### config.mk
export PLATFORM = sky130hd
export DESIGN_NAME = capture_phase_ctrl
export DESIGN_NICKNAME = d
export VERILOG_FILES = /design/src/rtl/capture_phase_ctrl.sv
export SDC_FILE = /design/constraint.sdc
export NUM_CORES = 1
export LEC_CHECK = 0
export ABC_AREA = 1
export CAP_MARGIN = 25
export CORE_ASPECT_RATIO = 1.5
export CORE_MARGIN = 3
export CORE_UTILIZATION = 35
export DETAILED_ROUTE_END_ITERATION = 10
export GPL_TIMING_DRIVEN = 0
export PLACE_DENSITY = 0.52
export SLEW_MARGIN = 25
export SYNTH_ARGS = -nofsm -noshare
export SYNTH_HDL_FRONTEND = slang
export SYNTH_SLANG_ARGS = --single-unit
### constraint.sdc
create_clock -name clk -period 4.7 [get_ports clk]
set_input_delay 1.175 -clock clk [delete_from_list [all_inputs] [get_ports clk]]
set_output_delay 1.175 -clock clk [all_outputs]
set_load 0.02 [all_outputs]
### src/rtl/capture_phase_ctrl.sv
// Sampling-phase controller for the oversampled antenna capture path: histograms edge
// positions per channel over CYCLES signal periods and writes the phase opposite the dominant edge.
module capture_phase_ctrl #(
  parameter int WIDTH  = 24,
  parameter int RATIO  = 12,
  parameter int RBITS  = 4,
  parameter int HBITS  = 8,
  parameter int CYCLES = 256,
  parameter int IBITS  = 5
) (
  input  logic              clk,
  input  logic              rst,
  input  logic              ce,
  input  logic              start,
  input  logic [WIDTH-1:0]  d,
  output logic              busy,
  output logic              done,
  output logic              locked,
  output logic              sel_wr,
  output logic [IBITS-1:0]  sel_idx,
  output logic [RBITS-1:0]  sel_phase
);

  localparam int               CNT_W     = (CYCLES * RATIO > 1) ? $clog2(CYCLES * RATIO) : 1;
  localparam logic [CNT_W-1:0] LAST_CNT  = CNT_W'(CYCLES * RATIO - 1);
  localparam logic [RBITS-1:0] RLAST     = RBITS'(RATIO - 1);
  localparam logic [IBITS-1:0] LAST_CHAN = IBITS'(WIDTH - 1);

  typedef enum logic [2:0] {
    S_IDLE, S_CLEAR, S_ALIGN, S_COUNT, S_SEARCH, S_WRITE, S_DONE
  } state_t;

  state_t             state, state_nx;
  logic [RBITS-1:0]   ratio;
  logic [IBITS-1:0]   chan;
  logic               fail;
  logic [CNT_W-1:0]   cnt;
  logic [RBITS-1:0]   sidx;
  logic [HBITS-1:0]   hist [RATIO];
  logic [HBITS-1:0]   max_val;
  logic [RBITS-1:0]   max_idx;
  logic [WIDTH-1:0]   d_p0;
  logic               cur_p0, prev_p1;
  logic               better;
  logic [HBITS-1:0]   fin_val;
  logic [RBITS-1:0]   fin_idx;

  function automatic logic [HBITS-1:0] sat_inc(input logic [HBITS-1:0] v);
    return (&v) ? v : v + 1'b1;
  endfunction

  function automatic logic [RBITS-1:0] opposite_phase(input logic [RBITS-1:0] idx);
    int p;
    p = int'(idx) + RATIO / 2;
    if (p >= RATIO) p = p - RATIO;
    return RBITS'(p);
  endfunction

  always_ff @(posedge clk) begin
    if (rst || !ce)        ratio <= '0;
    else if (ratio == RLAST) ratio <= '0;
    else                   ratio <= ratio + 1'b1;
  end

  // Stage p0: registered raw inputs; p1: previous sample of the selected channel
  assign cur_p0 = d_p0[chan];

  // The running maximum folded with the bin under inspection, so the final
  // SEARCH cycle already yields the winner when the write strobe is registered.
  always_comb begin
    better  = hist[sidx] > max_val;
    fin_val = better ? hist[sidx] : max_val;
    fin_idx = better ? sidx : max_idx;
  end

  always_comb begin
    state_nx = state;
    case (state)
      S_IDLE:   if (start && ce) state_nx = S_CLEAR;
      S_CLEAR:  state_nx = S_ALIGN;
      S_ALIGN:  if (ratio == RLAST) state_nx = S_COUNT;
      S_COUNT:  if (cnt == LAST_CNT) state_nx = S_SEARCH;
      S_SEARCH: if (sidx == RLAST) state_nx = S_WRITE;
      S_WRITE:  state_nx = (chan == LAST_CHAN) ? S_DONE : S_CLEAR;
      S_DONE:   state_nx = S_IDLE;
      default:  state_nx = S_IDLE;
    endcase
    if (state != S_IDLE && !ce) state_nx = S_IDLE;
  end

  always_ff @(posedge clk) begin
    if (rst) begin
      state     <= S_IDLE;
      chan      <= '0;
      fail      <= 1'b0;
      busy      <= 1'b0;
      done      <= 1'b0;
      locked    <= 1'b0;
      sel_wr    <= 1'b0;
      sel_idx   <= '0;
      sel_phase <= '0;
    end else begin
      state  <= state_nx;
      busy   <= (state_nx != S_IDLE) && (state_nx != S_DONE);
      done   <= (state_nx == S_DONE);
      sel_wr <= (state_nx == S_WRITE);
      if (state == S_IDLE && state_nx == S_CLEAR) begin
        chan <= '0;
        fail <= 1'b0;
      end
      if (state == S_WRITE && state_nx == S_CLEAR) chan <= chan + 1'b1;
      if (state_nx == S_WRITE) begin
        sel_idx   <= chan;
        sel_phase <= (fin_val == '0) ? '0 : opposite_phase(fin_idx);
        if (fin_val == '0) fail <= 1'b1;
      end
      if (state_nx == S_DONE) locked <= !fail;
      if (state == S_DONE) fail <= 1'b0;
      if (state != S_IDLE && !ce) locked <= 1'b0;
    end
  end

  always_ff @(posedge clk) begin
    d_p0    <= d;
    prev_p1 <= cur_p0;
    case (state)
      S_CLEAR: for (int i = 0; i < RATIO; i++) hist[i] <= '0;
      S_COUNT: if (cur_p0 != prev_p1) hist[ratio] <= sat_inc(hist[ratio]);
      default: ;
    endcase
    if (state == S_ALIGN)      cnt <= '0;
    else if (state == S_COUNT) cnt <= cnt + 1'b1;
    if (state == S_COUNT) begin
      sidx    <= '0;
      max_val <= '0;
      max_idx <= '0;
    end else if (state == S_SEARCH) begin
      sidx    <= sidx + 1'b1;
      max_val <= fin_val;
      max_idx <= fin_idx;
    end
  end

endmodule

=== Word level (Yosys, flattened, before mapping) ===
Memories as Yosys holds them, arrays and structs flattened. A register that Yosys moved wholly into a read port is not among the register bits.
Index checks and enable logic that the tools add are counted.

* Bits in registers: 79
* Memory bits (writable): 96
* Memories: 1

{| class="wikitable"
|+ Memory list
! memory !! depth !! width !! rd ports !! clocked after memory_dff !! write ports !! RTL line !! RTL
|-
| hist || 12 || 8 || 2 || 2 || 12 || 39 || <nowiki>logic [HBITS-1:0] hist [RATIO];</nowiki>
|}

* Add/subtract/negate cells: 7
* Order comparisons: 3
* Equality and inequality tests: 15
* Multiplexer cells: 30
* Reductions and logical operators: 18

{| class="wikitable"
|+ Operators by type and width
! kind !! count
|-
| $mux 4 || 7
|-
| $mux 8 || 3
|-
| $mux 3 || 6
|-
| $pmux 3 s6 || 1
|-
| $eq 3x3->1 const B || 5
|-
| $add 12x1->12 const B || 1
|-
| $eq 12x12->1 const B || 1
|-
| $mux 1 || 10
|-
| $mux 5 || 2
|-
| $add 4x1->4 const B || 2
|-
| $add 8x1->8 const B || 1
|-
| $eq 4x4->1 const B || 2
|-
| $gt 8x8->1 || 1
|-
| $logic_not 8->1 || 1
|-
| $reduce_and 8->1 || 1
|-
| $reduce_or 8->1 || 1
|-
| $eq 3x1->1 const B || 2
|-
| $eq 3x2->1 const B || 2
|-
| $lt 5x6->1 const B || 1
|-
| $reduce_bool 3->1 || 2
|-
| $reduce_or 2->1 || 3
|-
| $add 4x3->5 const B || 1
|-
| $add 5x1->5 const B || 1
|-
| $bmux 1 s5 || 1
|-
| 10 further kinds || 15
|}

=== Longest topological paths before layout ===
* Depth in word-level cells: 9
* Depth in mapped cells: 32
* Depth with buffers taken out: 30

=== Worst setup path after synthesis ===
OpenSTA, ideal clock, no wires.

* Path type: reg-to-reg
* Start point: reg (tool-made name)
* End point: reg sel_phase[2]
* Setup time: 132 ps
* Data arrival time: 3092 ps
* Path slack: 1476 ps
* Stages on the path, launching flop included: 26
* Clock period less this slack: 3224 ps
* Cell sequence: dfxtp_1 > buf_2 > clkbuf_1 > nand2_1 > o211ai_1 > nand3_1 > nand3_1 > nand2_1 > ha_1 > a21o_1 > nor2_1 > nand2_1 > nand2_1 > clkbuf_1 > nand2_1 > nand2_1 > nand2_1 > nand2_1 > inv_1 > ha_1 > nand3_1 > nand2_1 > nand2_1 > nand2_1 > nand2_1 > a21oi_1

{| class="wikitable"
|+ RTL lines
! item !! RTL line !! RTL
|-
| end signal, assigned || 114 || <nowiki>sel_phase <= (fin_val == '0) ? '0 : opposite_phase(fin_idx);</nowiki>
|-
| end, declared || 21 || <nowiki>output logic [RBITS-1:0] sel_phase</nowiki>
|}

==> results.py <==
metrics = {
    "logic_synthesis": {
        "ys_types": 42,
        "netlist_instances": 1380,
        "synth_simple_gate_area_share_pct": 25.1,
        "ys_async_sr_fraction_pct": 0,
        "yosys-top-cells-count": "nand2_1, nor2_1, inv_1",
        "synth_compound_area_share_pct": 12.7,
        "ys_seq_area_share_pct": 49.9,
        "synth_edf_count": 128,
        "synth_area_mm2": 0.0110,
        "syn_avg_cell_area_um2": 8.00,
        "synth_fp_nets": 1426,
        "synthXorXnorAreaFrac_pct": 0.397,
        "synthMuxAreaShare_pct": 0,
        "synth_area_leaders": "edfxtp_1, dfxtp_1, nand2_1, nor2_1, inv_1",
        "synth_fa_ha_area_share_pct": 2.04,
        "synth_top_cell_area_share_pct": 34.8,
        "synth_seq_cells": 211,
        "yosys.area.top_type": "edfxtp_1",
        "synth_top_family_by_area": "simple AND/OR/NAND/NOR gates",
        "yosys_warnings": 0,
        "synth_flop_cell": "edfxtp_1",
        "yosysMostFrequentCell": "nand2_1",
    },
    "placement": {
        "gp_congestion": 0.984,
        "io_buffers": 40,
        "dp_cells": 1829,
        "dpl.hpwl_um": 30700,
    },
    "hold_path": {
        "hold_start": "sel_phase[1]",
        "hold_end": "sel_phase[1]",
        "hold_path_depth": 2,
        "min_path_type": "register to register",
    },
    "pwr": {
        "power_density_mw_per_mm2": 392,
        "p_leak_uw": 0.00515,
        "finalPower_uw": 4980,
        "p_sw_uw": 1630,
        "power_frac_clock_pct": 34.8,
        "p_comb_share_pct": 23.8,
        "max-vdd-ir-drop_v": 0.000225,
        "netSwitchingFraction_pct": 32.8,
        "internal_power_uw": 3340,
        "pwr-share-seq_pct": 41.4,
    },
    "cells_and_area": {
        "area_growth_pct": 15.2,
        "fin_util_pct": 41.0,
        "register_area_mm2": 0.00551,
        "n_antenna_cell": 0,
        "nNetsFinal": 1494,
        "drive_above_1_share_pct": 10.2,
        "fin_cells": 1869,
        "multi_input_area_mm2": 0.00446,
        "fillers": 3208,
    },
    "sta": {
        "setup-violations-final": 0,
        "relSlewSlack_pct": 39.4,
        "fin_tns_setup_ps": 0,
        "worst_hold_slack_ps": 468,
        "maxSlewViolCount": 0,
        "max_slew.worst_pin.slew_ps": 902,
        "fin_crit_ps": 4240,
        "skew_ps": 20.6,
        "period_share_pct": 90.3,
        "fmax_mhz": 236,
        "finalHoldViolCount": 0,
    },
    "critical_path": {
        "r2r_slack_ps": 460,
        "reg2reg_depth": 28,
        "rr_endpoint": "sel_phase[3]",
        "critPathLaunchType": "register",
        "critPathMaxStageDelay_ps": 680,
        "worstPathRequired_ps": 5160,
        "critPathKind": "register to register",
        "cp_slowest_cell": "clkbuf_1",
        "crit_top_cell": "nand2_1",
        "cp_max_fo": 10,
        "cp-end-kind": "register",
        "cp.arrival_ps": 4700,
    },
    "clocking": {
        "clkSinkCount": 211,
        "cts_max_level": 1,
        "cts_buffers": 23,
        "cts.root.buffer_cell": "clkbuf_16",
        "clk_latency_ps": 530,
        "clock_path_buffers": 3,
        "path_clk_slew_ps": 60,
        "cts_tree": "yes",
    },
    "grt": {
        "grt_max_degree": 16,
        "grt_pass1_vias": 9384,
        "antenna_found_initial": 0,
        "grt_usage_pct": 24.2,
        "grt_pass1_wl_um": 59200,
        "grt_overflow": 0,
    },
    "die": {
        "start_util_pct": 35.6,
        "die_h_um": 224,
        "rows": 79,
        "io_pins": 41,
        "die_area_mm2": 0.0338,
        "die_x_um": 151,
        "design.core.area_mm2": 0.0310,
    },
    "routing": {
        "routed_wl_um": 41300,
        "antenna_left": 0,
        "wl_per_cell_um": 22.1,
        "drc": 0,
        "drt_first_pass_iters": 6,
        "num_vias": 9740,
        "drt-initial-drc-count": 821,
        "viasPerCell": 5.21,
    },
    "run": {
        "maxCapViolations": 0,
    },
    "outcome": {
        "outcome": "finished, final reports clean",
    },
}
[final cells by class]
| class | count | area share, % |
|---|---|---|
| multi-input cells | 921 | 35.1 |
| well taps | 405 | 3.99 |
| clock buffers | 31 | 5.00 |
| clock inverters | 10 | 0.531 |
| inverters | 180 | 5.31 |
| flip-flops and latches | 211 | 43.3 |
| repair buffers | 44 | 3.41 |
| plain buffers | 67 | 3.37 |
[worst max path at each step]
stage | slack (ps) | to | start
6_report | 460 | sel_phase[3] | register
5_1_grt | -6 | sel_phase[2] | register
4_1_cts | 120 | sel_phase[3] | register
3_5_place_dp | 170 | sel_phase[3] | register
3_3_place_gp | 110 | sel_phase[3] | register
2_1_floorplan | 1480 | sel_phase[2] | register
[power by group through the flow]
| stage | logic (µW) | clock network (µW) | registers (µW) |
|---|---|---|---|
| 6_report | 1190 | 1730 | 2060 |
| 5_1_grt | 1320 | 1830 | 2060 |
| 4_1_cts | 1170 | 1770 | 2060 |
| 3_5_place_dp | 1160 | 0 | 2100 |
| 3_3_place_gp | 1160 | 0 | 2100 |
| 2_1_floorplan | 787 | 0 | 2080 |
[state kept, by name, indices dropped and copies added (netlist names), named ones only]
| signal | flops |
|---|---|
| done | 1 |
| max_val | 8 |
| d_p0 | 24 |
| sidx | 4 |
| sel_wr | 1 |
| cnt | 12 |
| max_idx | 4 |
| state | 3 |
| chan | 5 |
| sel_phase | 4 |
| prev_p1 | 1 |
| locked | 1 |
| hist | 128 |
| fail | 1 |
| ratio | 4 |
| busy | 1 |
| sel_idx | 5 |
[cells in the final DEF, fill, tap and decap left out, types with 4 or more instances in the layout]
| master | n |
|---|---|
| nor3_2 | 6 |
| nor2_2 | 9 |
| ha_1 | 18 |
| buf_2 | 18 |
| or2_2 | 15 |
| nand3_1 | 105 |
| clkbuf_1 | 20 |
| nand3_2 | 4 |
| buf_4 | 15 |
| nand4_1 | 9 |
| edfxtp_1 | 128 |
| clkdlybuf4s50_1 | 40 |
| inv_2 | 12 |
| dfxtp_1 | 83 |
| inv_1 | 167 |
| o21ai_0 | 118 |
| clkbuf_2 | 9 |
| nor3_1 | 15 |
| buf_6 | 14 |
| nand2_2 | 4 |
| a31oi_1 | 4 |
| nor2_1 | 199 |
| o21ai_1 | 10 |
| clkbuf_16 | 23 |
| a21oi_2 | 4 |
| o211ai_1 | 40 |
| xor2_1 | 4 |
| nand2_1 | 270 |
| a21oi_1 | 66 |
[metrics by stage]
stage                     instance area [µm²]  setup WS, ps
after CTS                               12700           123
after detailed placement                12000           168
after global routing                    12700         -6.31
final                                   12700           456
after floorplan                         11000          1480
after global placement                  11900           107
[layer usage]
| metal | wire length (µm) | track usage, % | vias to the layer above |
|---|---|---|---|
| met5 | 0 | 0 | - |
| met4 | 3660 | 17.3 | 0 |
| met3 | 2390 | 3.21 | 139 |
| met2 | 20600 | 42.0 | 427 |
| met1 | 14700 | 26.8 | 4492 |
| li1 | - | - | 4682 |
[logic make-up after synthesis]
kind of cell	after synthesis
AND/OR/NAND/NOR	647
XOR/XNOR	5
buffers and inverters	248
adder cells (fa/ha/maj)	18
flip-flops	211
AO/OA/AOI/OAI	251
[worst max-delay path, delay by kind of cell, from the launching register on]
family	cells	cell delay, ps
adder cells (fa/ha/maj)	3	580
AO/OA/AOI/OAI	3	670
flip-flops	1	400
AND/OR/NAND/NOR	18	1710
buffers and inverters	4	830
[repair_timing]
action	4_1_cts	5_1_grt
hold buffers	0	0
resized for setup	0	19
buffers inserted	0	0
setup endpoints to repair	0	3
(Power assumes the default switching activity.)
